**config.mk**
```make
export PLATFORM = sky130hd
export DESIGN_NAME = uart_tx
export DESIGN_NICKNAME = d
export VERILOG_FILES = /design/src/rtl/common_pkg.sv /design/src/rtl/sync_fifo.sv /design/src/rtl/uart_tx.sv
export SDC_FILE = /design/constraint.sdc
export NUM_CORES = 1
export LEC_CHECK = 0
export BUFFER_PORTS_ARGS = -buffer_cell sky130_fd_sc_hd__buf_2
export CORE_AREA = 8 8 184 134
export CTS_BUF_LIST = sky130_fd_sc_hd__clkbuf_16
export CTS_CLUSTER_SIZE = 12
export DETAILED_ROUTE_END_ITERATION = 12
export DIE_AREA = 0 0 192 142
export PLACE_DENSITY = 0.56
export SYNTH_ARGS = -nofsm -noshare
export SYNTH_HDL_FRONTEND = slang
export SYNTH_SLANG_ARGS = --single-unit
```
**constraint.sdc**
```tcl
create_clock -name clk -period 4.06 [get_ports clk]
set_input_delay 0.203 -clock clk [delete_from_list [all_inputs] [get_ports clk]]
set_output_delay 0.203 -clock clk [all_outputs]
set_load 0.01 [all_outputs]
```
**src/rtl/common_pkg.sv**
```systemverilog
// Shared UART definitions: line-control field positions, word-length codes and TX FSM states.
package common_pkg;

   localparam int unsigned LCR_WLS = 0;  // two-bit field [1:0]
   localparam int unsigned LCR_STB = 2;
   localparam int unsigned LCR_PEN = 3;
   localparam int unsigned LCR_EPS = 4;

   localparam logic [1:0] WLS_5 = 2'b00;
   localparam logic [1:0] WLS_6 = 2'b01;
   localparam logic [1:0] WLS_7 = 2'b10;
   localparam logic [1:0] WLS_8 = 2'b11;

   typedef enum logic [2:0] {TX_IDLE, TX_START, TX_DATA, TX_PARITY, TX_STOP} tx_state_t;

   // Index of the last data bit sent for a given word-length code.
   function automatic logic [2:0] last_bit_idx(input logic [1:0] wls);
      return 3'd4 + {1'b0, wls};
   endfunction

   // Parity over the transmitted bits only.
   function automatic logic calc_parity(input logic [7:0] data, input logic [1:0] wls,
                                        input logic even);
      logic [7:0] mask;
      logic       p;
      case (wls)
         WLS_5:   mask = 8'h1F;
         WLS_6:   mask = 8'h3F;
         WLS_7:   mask = 8'h7F;
         default: mask = 8'hFF;
      endcase
      p = ^(data & mask);
      return even ? p : ~p;
   endfunction

endpackage

```
**src/rtl/sync_fifo.sv**
```systemverilog
// Single-clock first-word-fall-through FIFO with flush; a push is accepted while full
// only when a pop happens in the same cycle.
module sync_fifo #(
   parameter int unsigned WIDTH = 8,
   parameter int unsigned DEPTH = 16
) (
   input  logic                       clk,
   input  logic                       rst_n,
   input  logic                       push,
   input  logic                       pop,
   input  logic                       flush,
   input  logic [WIDTH-1:0]           din,
   output logic [WIDTH-1:0]           dout,
   output logic                       full,
   output logic                       empty,
   output logic [$clog2(DEPTH):0]     count
);

   localparam int unsigned AW = $clog2(DEPTH);
   localparam logic [AW:0] PTR_ONE = 1;

   logic [WIDTH-1:0] mem_q [DEPTH];
   logic [AW:0]      wr_ptr_q, wr_ptr_d;
   logic [AW:0]      rd_ptr_q, rd_ptr_d;
   logic             do_push, do_pop;

   assign empty = (wr_ptr_q == rd_ptr_q);
   assign full  = (wr_ptr_q[AW-1:0] == rd_ptr_q[AW-1:0]) && (wr_ptr_q[AW] != rd_ptr_q[AW]);
   assign count = wr_ptr_q - rd_ptr_q;
   assign dout  = mem_q[rd_ptr_q[AW-1:0]];

   assign do_pop  = pop && !empty;
   assign do_push = push && !flush && (!full || do_pop);

   always_comb begin
      wr_ptr_d = wr_ptr_q;
      rd_ptr_d = rd_ptr_q;
      if (flush) begin
         wr_ptr_d = '0;
         rd_ptr_d = '0;
      end else begin
         if (do_push) wr_ptr_d = wr_ptr_q + PTR_ONE;
         if (do_pop)  rd_ptr_d = rd_ptr_q + PTR_ONE;
      end
   end

   always_ff @(posedge clk or negedge rst_n) begin
      if (!rst_n) begin
         wr_ptr_q <= '0;
         rd_ptr_q <= '0;
      end else begin
         wr_ptr_q <= wr_ptr_d;
         rd_ptr_q <= rd_ptr_d;
      end
   end

   always_ff @(posedge clk) begin
      if (do_push) mem_q[wr_ptr_q[AW-1:0]] <= din;
   end

endmodule

```
**src/rtl/uart_tx.sv**
```systemverilog
// UART transmitter: TX FIFO feeding a serialiser with per-frame latched line settings
// and optional auto-CTS gating of the next frame start.
module uart_tx
   import common_pkg::*;
#(
   parameter int unsigned FIFO_DEPTH = 16,
   parameter int unsigned DIV_W      = 16
) (
   input  logic                          clk,
   input  logic                          rst_n,
   input  logic [7:0]                    tx_data_i,
   input  logic                          tx_start_i,
   input  logic [7:0]                    lcr_i,
   input  logic [DIV_W-1:0]              baud_div_i,
   input  logic                          fifo_flush_i,
   input  logic                          cts_en_i,
   input  logic                          cts_n_i,
   output logic                          tx_o,
   output logic                          tx_busy_o,
   output logic                          tx_done_o,
   output logic                          fifo_empty_o,
   output logic                          fifo_full_o,
   output logic [$clog2(FIFO_DEPTH):0]   fifo_count_o,
   output logic                          overflow_o
);

   tx_state_t        state_q, state_d;
   logic [DIV_W-1:0] bit_cnt_q, bit_cnt_d;
   logic [DIV_W-1:0] div_q, div_d;
   logic [7:0]       shreg_q, shreg_d;
   logic [2:0]       bit_idx_q, bit_idx_d;
   logic [2:0]       last_idx_q, last_idx_d;
   logic             pen_q, pen_d;
   logic             stop2_q, stop2_d;
   logic             stop_idx_q, stop_idx_d;
   logic             parity_q, parity_d;
   logic             tx_q, tx_d;
   logic             busy_q, busy_d;
   logic             done_q, done_d;
   logic             ovf_q, ovf_d;

   logic [7:0]       fifo_dout;
   logic             pop_req;
   logic             boundary;
   logic             unused_lcr;

   assign unused_lcr = ^lcr_i[7:5];

   assign pop_req  = (state_q == TX_IDLE) && !fifo_empty_o && (!cts_en_i || !cts_n_i);
   assign boundary = (bit_cnt_q == '0);

   sync_fifo #(
      .WIDTH (8),
      .DEPTH (FIFO_DEPTH)
   ) u_fifo (
      .clk   (clk),
      .rst_n (rst_n),
      .push  (tx_start_i),
      .pop   (pop_req),
      .flush (fifo_flush_i),
      .din   (tx_data_i),
      .dout  (fifo_dout),
      .full  (fifo_full_o),
      .empty (fifo_empty_o),
      .count (fifo_count_o)
   );

   always_comb begin
      state_d    = state_q;
      bit_cnt_d  = bit_cnt_q;
      div_d      = div_q;
      shreg_d    = shreg_q;
      bit_idx_d  = bit_idx_q;
      last_idx_d = last_idx_q;
      pen_d      = pen_q;
      stop2_d    = stop2_q;
      stop_idx_d = stop_idx_q;
      parity_d   = parity_q;
      tx_d       = tx_q;
      done_d     = 1'b0;
      // A full FIFO still accepts a write when the same cycle pops.
      ovf_d      = tx_start_i && !fifo_flush_i && fifo_full_o && !pop_req;

      if (state_q != TX_IDLE) begin
         bit_cnt_d = boundary ? div_q : bit_cnt_q - DIV_W'(1);
      end

      case (state_q)
         TX_IDLE: begin
            tx_d = 1'b1;
            if (pop_req) begin
               state_d    = TX_START;
               tx_d       = 1'b0;
               bit_cnt_d  = baud_div_i;
               div_d      = baud_div_i;
               shreg_d    = fifo_dout;
               bit_idx_d  = '0;
               last_idx_d = last_bit_idx(lcr_i[LCR_WLS +: 2]);
               pen_d      = lcr_i[LCR_PEN];
               stop2_d    = lcr_i[LCR_STB];
               stop_idx_d = 1'b0;
               parity_d   = calc_parity(fifo_dout, lcr_i[LCR_WLS +: 2], lcr_i[LCR_EPS]);
            end
         end
         TX_START: begin
            if (boundary) begin
               state_d   = TX_DATA;
               tx_d      = shreg_q[0];
               shreg_d   = shreg_q >> 1;
               bit_idx_d = '0;
            end
         end
         TX_DATA: begin
            if (boundary) begin
               if (bit_idx_q == last_idx_q) begin
                  state_d = pen_q ? TX_PARITY : TX_STOP;
                  tx_d    = pen_q ? parity_q : 1'b1;
               end else begin
                  bit_idx_d = bit_idx_q + 3'd1;
                  tx_d      = shreg_q[0];
                  shreg_d   = shreg_q >> 1;
               end
            end
         end
         TX_PARITY: begin
            if (boundary) begin
               state_d = TX_STOP;
               tx_d    = 1'b1;
            end
         end
         TX_STOP: begin
            if (boundary) begin
               if (stop2_q && !stop_idx_q) begin
                  stop_idx_d = 1'b1;
               end else begin
                  state_d = TX_IDLE;
                  done_d  = 1'b1;
               end
            end
         end
         default: begin
            state_d = TX_IDLE;
            tx_d    = 1'b1;
         end
      endcase

      busy_d = (state_d != TX_IDLE);
   end

   always_ff @(posedge clk or negedge rst_n) begin
      if (!rst_n) begin
         state_q    <= TX_IDLE;
         bit_cnt_q  <= '0;
         div_q      <= '0;
         shreg_q    <= '0;
         bit_idx_q  <= '0;
         last_idx_q <= '0;
         pen_q      <= 1'b0;
         stop2_q    <= 1'b0;
         stop_idx_q <= 1'b0;
         parity_q   <= 1'b0;
         tx_q       <= 1'b1;
         busy_q     <= 1'b0;
         done_q     <= 1'b0;
         ovf_q      <= 1'b0;
      end else begin
         state_q    <= state_d;
         bit_cnt_q  <= bit_cnt_d;
         div_q      <= div_d;
         shreg_q    <= shreg_d;
         bit_idx_q  <= bit_idx_d;
         last_idx_q <= last_idx_d;
         pen_q      <= pen_d;
         stop2_q    <= stop2_d;
         stop_idx_q <= stop_idx_d;
         parity_q   <= parity_d;
         tx_q       <= tx_d;
         busy_q     <= busy_d;
         done_q     <= done_d;
         ovf_q      <= ovf_d;
      end
   end

   assign tx_o       = tx_q;
   assign tx_busy_o  = busy_q;
   assign tx_done_o  = done_q;
   assign overflow_o = ovf_q;

endmodule

```
Word level (Yosys, flattened, before mapping). Memory sizes are Yosys's and may differ from the RTL's. Cells that the tools add are included.

$add $sub $neg: 6. Multipliers: 0. Div/mod/pow operators: 0. $lt $le $gt $ge: 0. Eq/ne operators: 17. Shift-type cells: 0. Multiplexer cells: 47. Bitwise logic cells: 3. Reductions and logical operators: 32.

Operators with widths (count): $mux W16 (4); $mux W8 (6); $pmux W8 S3 (2); $mux W3 (12); $mux W5 (4); $logic_not A16 Y1 (1); $sub A16 B1 Y16 const B (1); $mux W1 (15); $pmux W3 S5 (1); $ne A2 B2 Y1 const B (7); $add A5 B1 Y5 const B (2); $logic_and A1 B1 Y1 (9); $pmux W3 S3 (1); $reduce_bool A3 Y1 (3); $and A8 B8 Y8 (1); $reduce_and A4 Y1 (2); $reduce_xor A8 Y1 (1); $logic_not A1 Y1 (7); $eq A3 B2 Y1 const B (2); $reduce_bool A2 Y1 (3); $eq A5 B5 Y1 (1); $pmux W1 S5 (1); $reduce_and A5 Y1 (1); $sub A5 B5 Y5 (1); 15 further kinds (17).

Flip-flop bits (word level): 67. Bits in latches: 0. Memory bits (writable): 128. ROM bits: 0. Bits of input ports: 38. Logic and storage cells: 122. Memories kept: 1.

Memory list: u_fifo.mem_q (words 16, bits a word 8, read ports 1, clocked after memory_dff 0, write ports 1, line sync_fifo.sv:22) `logic [WIDTH-1:0] mem_q [DEPTH];`.

Longest topological paths before layout. Gate-level depths: netlist of the first run.

Depth after elaboration: 10. Gate-level depth with buffers: 13. Depth with buffers taken out: 10.

Cells and area by module. A second synthesis of the first run with hierarchy kept.

Cell total of the unflattened synthesis: 656. Area, all modules: 8933.6 um^2.

By module, submodules not included: sync_fifo (instances 1, cells an instance 315, area each 5779.3 um^2, seq. area each 4093.9 um^2); uart_tx (instances 1, cells an instance 341, area each 3154.3 um^2, seq. area each 1427.6 um^2).

Worst setup path before layout of the first run. OpenSTA, ideal clock, no wires.

Kind: reg2reg. Start: reg u_fifo.rd_ptr_q[2]. End: mem u_fifo.mem_q[3][0], enable pin. Library setup time: 0.383 ns. Arrival: 2.735 ns. Required time: 3.677 ns. Setup slack: 0.942 ns. Stages on the path, launching flop included: 12. Path buffers: 3. Clock period less this slack: 3.118 ns. Cell sequence: dfrtp_1 clkbuf_1 buf_2 inv_1 ha_1 nand4_1 nor2b_1 nand2_1 and3b_1 clkbuf_1 nand2_1 nor3_1.

Elaborated cells on any way between the ends: 12. Those cells by class: 2 x eq/ne; 2 x mux; 8 x reduce/logical.

RTL lines: start: declaration (line sync_fifo.sv:24) `logic [AW:0] rd_ptr_q, rd_ptr_d;`; start signal: assignment (line sync_fifo.sv:53) `rd_ptr_q <= rd_ptr_d;`; $eq A4 B4 Y1 (line sync_fifo.sv:28) `assign full = (wr_ptr_q[AW-1:0] == rd_ptr_q[AW-1:0]) && (wr_ptr_q[AW] != rd_ptr_q[AW]);`; $logic_and A1 B1 Y1 (line sync_fifo.sv:28); via fifo_full_o (line uart_tx.sv:22) `output logic fifo_full_o,`; $logic_not A1 Y1 (line sync_fifo.sv:33) `assign do_push = push && !flush && (!full || do_pop);`; $logic_or A1 B1 Y1 (line sync_fifo.sv:33); $logic_and A1 B1 Y1 (line sync_fifo.sv:33); $mux W1 (line sync_fifo.sv:58) `if (do_push) mem_q[wr_ptr_q[AW-1:0]] <= din;`; $mux W1 (not written as such) (line sync_fifo.sv:58); end: declaration (line sync_fifo.sv:22).

The timed path passes the listed nets, and every way through them passes these cells.

Final worst setup path of the first run.
Start: reg u_fifo.rd_ptr_q[0]. End: reg parity_q.

Cells in the longest elaborated chain, start to end: 5. Elaborated cells on any way between the ends: 10. Those cells by class: 1 x eq/ne; 1 x mux; 2 x bitwise; 5 x reduce/logical; 1 x memory.

RTL lines: $mem_v2 Z16 W8 / $eq A5 B5 Y1 (equally long branches); $and A8 B8 Y8 / $logic_not A1 Y1 (equally long branches) (line common_pkg.sv:32, uart_tx.sv:49); $reduce_xor A8 Y1 / $logic_and A1 B1 Y1 (equally long branches) (line common_pkg.sv:32, uart_tx.sv:49); $not A1 Y1 / $logic_and A1 B1 Y1 (equally long branches) (line common_pkg.sv:33, uart_tx.sv:49); $mux W1 / $reduce_and A2 Y1 (equally long branches); end signal: assignment (line uart_tx.sv:176) `parity_q <= parity_d;`; end: declaration (line uart_tx.sv:36) `logic parity_q, parity_d;`.

Several ways; a longest one is shown, not always the timed one. A chain may end at the register's enable or synchronous reset.

==> results of run 1 <==
==> what timing repair did <==
action / in CTS / in global routing
resized for setup: 0 / 0
endpoints found under the hold margin: 58 / 0
hold buffers: 17 / 0
==> cell usage after synthesis (all sizes together), types with 12 or more instances <==
master	number
edfxtp	128
nand2	126
dfrtp	66
nor2	51
mux4	30
o21ai	24
nand3	22
a21oi	21
clkbuf	18
xor2	17
inv	14
xnor2	13
ha	12
==> worst max path at each step <==
stage | to | slack, ns | depth (start not counted) | startpoint
finish | parity_q$_DFFE_PN0P_ | 0.91 | 8 | u_fifo.rd_ptr_q[0]$_DFFE_PN0P_
global route | parity_q$_DFFE_PN0P_ | 0.68 | 8 | u_fifo.rd_ptr_q[0]$_DFFE_PN0P_
CTS | parity_q$_DFFE_PN0P_ | 0.88 | 8 | u_fifo.rd_ptr_q[0]$_DFFE_PN0P_
detailed placement | parity_q$_DFFE_PN0P_ | 0.90 | 8 | u_fifo.rd_ptr_q[0]$_DFFE_PN0P_
global placement | parity_q$_DFFE_PN0P_ | 0.96 | 8 | u_fifo.rd_ptr_q[0]$_DFFE_PN0P_
floorplan | u_fifo.mem_q[3][0]$_DFFE_PP_ | 0.94 | 11 | u_fifo.rd_ptr_q[2]$_DFFE_PN0P_
==> cell families (layout without fill, tap and decap cells) <==
group,count (synthesis),count (layout)
flops,195,195
xor+xnor,31,31
fa+ha+maj,13,13
simple gates,237,237
buf+inv,43,134
compound gates,87,87
mux,40,40
==> layer usage <==
| metal | vias to the layer above | wire [um] |
|---|---|---|
| met5 | - | 0 |
| met4 | 0 | 129 |
| met3 | 11 | 1060 |
| met2 | 133 | 8810 |
| met1 | 2745 | 9930 |
| li1 | 2525 | - |
==> power groups by stage <==
stage	logic, mW	registers (mW)	clock network (mW)
floorplan	0.0555	2.18	0
global placement	0.128	2.18	0
detailed placement	0.132	2.18	0
CTS	0.146	2.14	1.67
global route	0.160	2.14	1.76
finish	0.143	2.14	1.64
==> layout make-up <==
cell class,count,area (um^2)
sequential,195,5520
tap,288,360
fill,2001,12000
clock buffer,17,425
clock inverter,15,149
inverter,14,52.6
multi-input combinational,408,2840
timing repair buffer,88,591
==> state kept, by name, indices dropped and copies added (netlist names), 3 cells and up <==
register / count
u_fifo.mem_q: 128
shreg_q: 8
bit_idx_q: 3
u_fifo.wr_ptr_q: 5
state_q: 3
bit_cnt_q: 16
u_fifo.rd_ptr_q: 5
div_q: 16
last_idx_q: 3
==> worst max-delay path, cell delays in order, from the launching register on <==
cell and delay [ns]:
dfrtp_2 0.85, buf_4 0.41, mux4_2 0.57, a22oi_1 0.20, nand2_1 0.13, xnor2_1 0.21
xnor2_1 0.16, xnor3_1 0.42, o21ai_1 0.12
==> per-stage QoR <==
stage / utilization / setup slack, ns / hold slack [ns]
after floorplan: - / 0.942 / -0.0926
after global placement: 0.418 / 0.964 / 0.377
after detailed placement: 0.418 / 0.898 / 0.381
after CTS: 0.452 / 0.882 / 0.0181
after global routing: 0.452 / 0.680 / 0.0232
final: 0.452 / 0.909 / 0.0284
==> flow_metrics.tcl, run 1 <==
set metrics [dict create \
    io_pins 49 \
    final_cell_mix "128 x edfxtp_1, 125 x nand2_1, 65 x dfrtp_1" \
    worst-r2r-setup-slack_ns 0.91 \
    clk_pin_slew_ns 0.07 \
    hold_path_class "in -> reg" \
    p_total_mw 3.92 \
    synth.avg_cell_area_um2 13.3 \
    rows 46 \
    wl_per_cell_um 19.4 \
    grt_max_degree 41 \
    synth-edff-count 128 \
    synth_compound_area_frac 0.0642 \
    die_w_um 192 \
    cts.htree.levels 4 \
    synth_nets 697 \
    clk_latency_ns 0.44 \
    synth-main-ff-cell "edfxtp_1" \
    met2_usage 0.219 \
    yosysUniqueCellTypes 54 \
    finalSetupViolCount 0 \
    ctsLongestPathBuffers 2 \
    rsz0062_at_grt "no" \
    grt-ovfl-total 0 \
    grt_first_pass_wirelength_um 30500 \
    final_cells 1025 \
    power_density_nw_per_um2 395 \
    die_y_um 142 \
    ant_nets 0 \
    synthAdderAreaFrac 0.0199 \
    path_class "reg -> reg" \
    synth_top_area_cell "edfxtp_1" \
    sw_frac_of_total 0.222 \
    cts_root_buffer "clkbuf_16" \
    min_to "div_q[7]$_DFFE_PN0P_" \
    drc 0 \
    routed_via_density 5.28 \
    synth_top_family_by_area "simple AND/OR/NAND/NOR gates" \
    cts_buffers 17 \
    cap_violations 0 \
    cts_tree "done" \
    first_pass_iters 4 \
    dp_hpwl_um 13400 \
    placed_area_um2 9190 \
    p_seq_frac 0.545 \
    path_max_fanout 22 \
    final_nets 775 \
    drive_gt1_frac 0.178 \
    hp-start "baud_div_i[7]" \
    yosys-mux-area-fraction 0.0945 \
    grt_usage 0.150 \
    min_period_ns 3.15 \
    power_switching_mw 0.871 \
    yosysSeqAreaShare 0.645 \
    ys_warn_count 0 \
    critPathLaunchType "flip-flop" \
    coreArea_um2 22000 \
    synth-simple-area-share 0.119 \
    status "finished clean" \
    ff2ff_path_depth 8 \
    place.gp.congestion 0.836 \
    grt.met3_usage 0.0345 \
    async_flop_share 0.344 \
    dp_cells 976 \
    post_cts_buffers 0 \
    combPwrFrac 0.036 \
    start_util 0.389 \
    die_area_um2 27300 \
    vias 5414 \
    io_buffers 45 \
    yosys-top-cells-area "edfxtp_1 45%, dfrtp_1 19%, mux4_2 5.5%" \
    synth_area_um2 8560 \
    cp_data_required_time_ns 4.41 \
    grt_pass1_vias 5319 \
    n_antenna_cell 0 \
    final_area_um2 9940 \
    antenna_found_initial 0 \
    worstReg2RegStart "u_fifo.rd_ptr_q[0]$_DFFE_PN0P_" \
    area_growth_pct 16.1 \
    grtUsageMet1 0.223 \
    arrival_ns 3.51 \
    r2r-end "parity_q$_DFFE_PN0P_" \
    clock-sinks 195 \
    postRouteWirelength_um 19900 \
    hold_viol 0 \
    drt_iter0_markers 555 \
    p_int_mw 3.05 \
    finalSetupTns_ns 0 \
    fmax_ghz 0.317 \
    finClkSkew_ns 0.0135 \
    gr-max-usage-layer "met1" \
    final_common_cell "edfxtp_1" \
    worst_pin_slew_ns 0.887 \
    clockPowerShare 0.419 \
    synthXorXnorAreaFrac 0.0333 \
    holdPathStages 3 \
    ys_ff_latch 195 \
    slew_headroom 0.406 \
    synth_cells 646 \
    irDropWorstVdd_mv 0.285 \
    p_leak_nw 3.79 \
    cp-end-kind "flip-flop" \
    period_share 0.776 \
    drv_slew 0 \
    synth_top_cell_area_share 0.449 \
]
Note: power is estimated with default switching activity, not from simulation.
==> inputs of run 2 (changes only) <==
- clock period: 4.06 -> 3 ns (I/O delays scaled with it)
==> run 2 against run 1 <==
Non-clock buffer count increased by 16. Worst hold slack improved by 0.049 ns. Cell count increased by 1.5%. Routed wire length increased by 1.5%. Global-route usage increased by 0.34 points. Combinational power increased by 47%. Fmax increased by 14%. Clock power increased by 39%. Count of clock-buffer cells in the layout unchanged. Critical path type unchanged.
==> flow_metrics.tcl, run 2 (synthesis results as in run 1) <==
set metrics [dict create \
    whs_ns 0.0778 \
    ff2ff_path_depth 7 \
    path_class "reg -> reg" \
    drv_slew 0 \
    worst-r2r-setup-slack_ns 0.24 \
    post_cts_buffers 0 \
    n_antenna_cell 0 \
    grt-ovfl-total 0 \
    die_y_um 142 \
    rows 46 \
    final_cell_mix "128 x edfxtp_1, 125 x nand2_1, 65 x dfrtp_1" \
    finalSetupTns_ns 0 \
    die_w_um 192 \
    period_share 0.920 \
    wl_per_cell_um 19.5 \
    io_pins 49 \
    finClkSkew_ns 0.00895 \
    first_pass_iters 5 \
    dp_hpwl_um 13400 \
    r2r-end "u_fifo.mem_q[13][5]$_DFFE_PP_" \
    regArea_um2 5530 \
    cts_root_buffer "clkbuf_16" \
    slew_headroom 0.336 \
    start_util 0.389 \
    irDropWorstVdd_mv 0.293 \
    area_growth_pct 18.5 \
    multiInputGateArea_um2 2860 \
    path_max_fanout 16 \
    endpoint "u_fifo.mem_q[13][5]$_DFFE_PP_" \
    drive_gt1_frac 0.193 \
    clock-sinks 195 \
    worstReg2RegStart "u_fifo.rd_ptr_q[0]$_DFFE_PN0P_" \
    coreArea_um2 22000 \
    p_leak_nw 3.90 \
    routed_via_density 5.25 \
    clk_pin_slew_ns 0.07 \
    rsz0062_at_grt "no" \
    drc 0 \
    hold_viol 0 \
    cap_violations 0 \
    ant_nets 0 \
    hold_path_class "in -> reg" \
    grt_max_degree 43 \
    status "finished clean" \
    place.gp.congestion 0.795 \
    power_density_nw_per_um2 531 \
    cts_tree "done" \
    antenna_found_initial 0 \
    io_buffers 45 \
    grt_pass1_vias 5489 \
    nFillCells 1971 \
    final_common_cell "edfxtp_1" \
    final_area_um2 10100 \
    cp-end-kind "flip-flop" \
    worstSetupStartpoint "u_fifo.rd_ptr_q[0]$_DFFE_PN0P_" \
    largest_reg_flops 128 \
    cts.htree.levels 4 \
    arrival_ns 2.81 \
    grt_usage 0.153 \
    cts_buffers 17 \
    clk_latency_ns 0.43 \
    die_area_um2 27300 \
    critPathLaunchType "flip-flop" \
    ctsLongestPathBuffers 2 \
    postRouteWirelength_um 20200 \
    drt_iter0_markers 525 \
    worst_pin_slew_ns 0.992 \
    fmax_ghz 0.362 \
    finalSetupViolCount 0 \
    vias 5458 \
    min_period_ns 2.76 \
    final_nets 791 \
    cp_data_required_time_ns 3.05 \
    placed_area_um2 9330 \
    grt_first_pass_wirelength_um 31300 \
]
-- run 2: cell types whose count changed in the layout (fill, tap and decap cells not counted), sizes merged --
cell         previous run  this run
clkinvlp                3         2
clkinv                  4         6
buf                    71        82
dlygate4sd3            17        22
bufinv                  1         3
inv                    21        17
-- run 2: stage by stage --
| step | instances | util | setup WS [ns] | power (mW) |
|---|---|---|---|---|
| 4_1_cts | 1040 | 0.461 | 0.0867 | 5.43 |
| 3_5_place_dp | 987 | 0.425 | 0.0981 | 3.14 |
| 6_report | 1040 | 0.461 | 0.240 | 5.38 |
| 2_1_floorplan | 646 | - | 0.0324 | 3.02 |
| 5_1_grt | 1040 | 0.461 | 0.0769 | 5.57 |
| 3_3_place_gp | 987 | 0.425 | 0.212 | 3.13 |
-- run 2: critical path: stages (launching register included) --
cell and delay, ns:
dfrtp_4 0.62, ha_1 0.37, nand4_1 0.12, nor2b_1 0.07
nand2_1 0.16, and3b_1 0.21, nand2_1 0.08, nor2_1 0.75
-- run 2: how the worst min path moves through the flow --
stage	startpoint	depth (start not counted)	slack [ns]	end
6_report	fifo_flush_i	2	0.08	u_fifo.wr_ptr_q[0]$_DFFE_PN0P_
5_1_grt	fifo_flush_i	2	0.08	u_fifo.wr_ptr_q[0]$_DFFE_PN0P_
4_1_cts	fifo_flush_i	2	0.05	u_fifo.wr_ptr_q[0]$_DFFE_PN0P_
3_5_place_dp	rst_n	1	0.13	tx_done_o$_DFF_PN0_
3_3_place_gp	rst_n	1	0.12	tx_done_o$_DFF_PN0_
2_1_floorplan	rst_n	0	-0.15	bit_cnt_q[0]$_DFF_PN0_
-- run 2: routing by layer --
layer | global-route usage | vias up | share of wire
met5 | 0 | - | 0
met4 | 0.0421 | 0 | 0.012
met3 | 0.0414 | 17 | 0.050
met2 | 0.220 | 132 | 0.45
met1 | 0.224 | 2762 | 0.49
li1 | - | 2547 | -
-- run 2: final cells by class --
| type | count | area share |
|---|---|---|
| timing repair buffer | 104 | 0.0750 |
| clock buffer | 17 | 0.0419 |
| inverter | 14 | 0.00518 |
| multi-input combinational | 408 | 0.282 |
| tap | 288 | 0.0355 |
| sequential | 195 | 0.545 |
| clock inverter | 14 | 0.0162 |
-- run 2: timing repair --
item,4_1_cts,5_1_grt
setup endpoints to repair,0,2
endpoints found under the hold margin,55,0
hold buffers,22,0
gates resized for setup,0,2
-- run 2: power breakdown --
| group | internal, mW | switching (mW) |
|---|---|---|
| clock network | 1.30 | 0.977 |
| registers | 2.89 | 0.00626 |
| logic | 0.0888 | 0.121 |
| total | 4.28 | 1.10 |
==> inputs of run 3 (changes only) <==
- CORE_AREA: 8 8 184 134 -> 8 8 174 127
- DIE_AREA: 0 0 192 142 -> 0 0 182 135
- MAX_ROUTING_LAYER: default -> met4
- PLACE_DENSITY: 0.56 -> 0.61
==> run 3 against run 2 <==
Total power is 1.1% higher. Sequential cell count stayed put. Sequential power hardly changed. Non-clock buffer count is 5 lower.
==> flow_metrics.tcl, run 3 (synthesis results as in run 1) <==
set metrics [dict create \
    fmax_ghz 0.373 \
    period_share 0.893 \
    cts_buffers 17 \
    finalSetupViolCount 0 \
    final_cell_mix "128 x edfxtp_1, 125 x nand2_1, 65 x dfrtp_1" \
    postRouteWirelength_um 19600 \
    die_y_um 135 \
    place.gp.congestion 0.842 \
    critPathLaunchType "flip-flop" \
    coreArea_um2 19400 \
    clk_pin_slew_ns 0.07 \
    first_pass_iters 5 \
    cts_root_buffer "clkbuf_16" \
    routed_via_density 5.50 \
    crit_path_max_incr_delay_ns 0.58 \
    nFillCells 1602 \
    setup_ws_ns 0.322 \
    worst_pin_slew_ns 0.803 \
    place_ws_ns 0.222 \
    whs_ns 0.0539 \
    rows 43 \
    final_common_cell "edfxtp_1" \
    cp-end-kind "flip-flop" \
    hold_viol 0 \
    cap_violations 0 \
    cts.htree.levels 4 \
    die_w_um 182 \
    worst-path-buf-inv 1 \
    grt-ovfl-total 0 \
    status "finished clean" \
    wl_per_cell_um 19.7 \
    clock-sinks 195 \
    drc 0 \
    p_leak_nw 3.90 \
    grt_usage 0.168 \
    path_class "reg -> reg" \
    grt_pass1_vias 5303 \
    rsz0062_at_grt "no" \
    min_period_ns 2.68 \
    cp_data_required_time_ns 3.36 \
    slowest_stage "mux4_1" \
    grt_first_pass_wirelength_um 30500 \
    start_util 0.442 \
    drt_iter0_markers 539 \
    irDropWorstVdd_mv 0.438 \
    ant_nets 0 \
    hold_path_class "in -> reg" \
    dp_hpwl_um 12900 \
    io_buffers 45 \
    finClkSkew_ns 0.0108 \
    drv_slew 0 \
    path_cells "buf_12 > mux4_1 > nor2_1 > nor2_1 > o21ai_1 > xnor2_1 > xnor2_1 > xnor3_1 > o21ai_1" \
    power_density_nw_per_um2 539 \
    drive_gt1_frac 0.191 \
    ctsLongestPathBuffers 2 \
    slew_headroom 0.461 \
    cts_tree "done" \
    antenna_found_initial 0 \
    clk_latency_ns 0.44 \
    io_pins 49 \
    n_antenna_cell 0 \
    grt_max_degree 42 \
    final_nets 786 \
    path_max_fanout 16 \
    area_growth_pct 18.0 \
    die_area_um2 24600 \
    finalSetupTns_ns 0 \
    fin_util 0.521 \
    largest_reg_flops 128 \
    vias 5472 \
    critPathTopFamily "XOR/XNOR gates" \
    arrival_ns 3.04 \
]
[run 3: changes by cell type in the layout (fill, tap and decap cells not counted), moves of 2 or more]
cell	before	now
buf_4	34	28
clkinv_8	0	4
inv_8	0	6
clkinv_2	2	0
bufinv_16	3	1
clkinv_4	3	0
[run 3: final timing paths]
path	from	end	slack [ns]	depth (start not counted)
hold / removal	fifo_flush_i	u_fifo.rd_ptr_q[1]$_DFFE_PN0P_	0.05	2
hold reg to reg	div_q[13]$_DFFE_PN0P_	div_q[13]$_DFFE_PN0P_	0.48	2
setup / recovery	u_fifo.rd_ptr_q[0]$_DFFE_PN0P_	parity_q$_DFFE_PN0P_	0.32	9
setup reg to reg	u_fifo.rd_ptr_q[0]$_DFFE_PN0P_	parity_q$_DFFE_PN0P_	0.32	9
max in group asynchronous	rst_n	tx_o$_DFFE_PN1P_	2.02	3
min in group asynchronous	rst_n	bit_idx_q[2]$_DFFE_PN0P_	0.28	2
[run 3: cell type report]
cell class | count | area (um^2) | area share
tap | 247 | 309 | 0.0306
inverter | 14 | 52.6 | 0.00520
clock inverter | 15 | 196 | 0.0194
multi-input combinational | 408 | 2860 | 0.283
sequential | 195 | 5520 | 0.547
timing repair buffer | 99 | 736 | 0.0728
clock buffer | 17 | 425 | 0.0421
[run 3: where the power goes]
part           internal, mW  switching [mW]  leakage [nW]  total (mW)
sequential             2.88         0.00642          1.99        2.89
clock                  1.21            1.14         0.301        2.35
combinational        0.0846           0.114          1.61       0.199
total                  4.18            1.26          3.90        5.44
[run 3: per-stage QoR]
stage                     std cells  area [um^2]  power [mW]
after floorplan                 646         8580        3.02
after global placement          941         9260        3.12
after CTS                       995        10100        5.49
after detailed placement        941         9260        3.13
after global routing            995        10100        5.60
final                           995        10100        5.44
[run 3: metal layers]
layer	routed length (um)	vias up	GRT usage	share of wire
met1	9750	2724	0.241	0.50
met2	8440	166	0.233	0.43
met5	0	-	-	0
li1	-	2558	-	-
met3	1030	24	0.0341	0.053
met4	373	0	0.0604	0.019
[run 3: repair_timing]
action,CTS,global route
hold endpoints to repair,62,0
buffers inserted,0,0
hold buffers,22,0
resized for setup,0,1
endpoints found under the setup margin,0,3
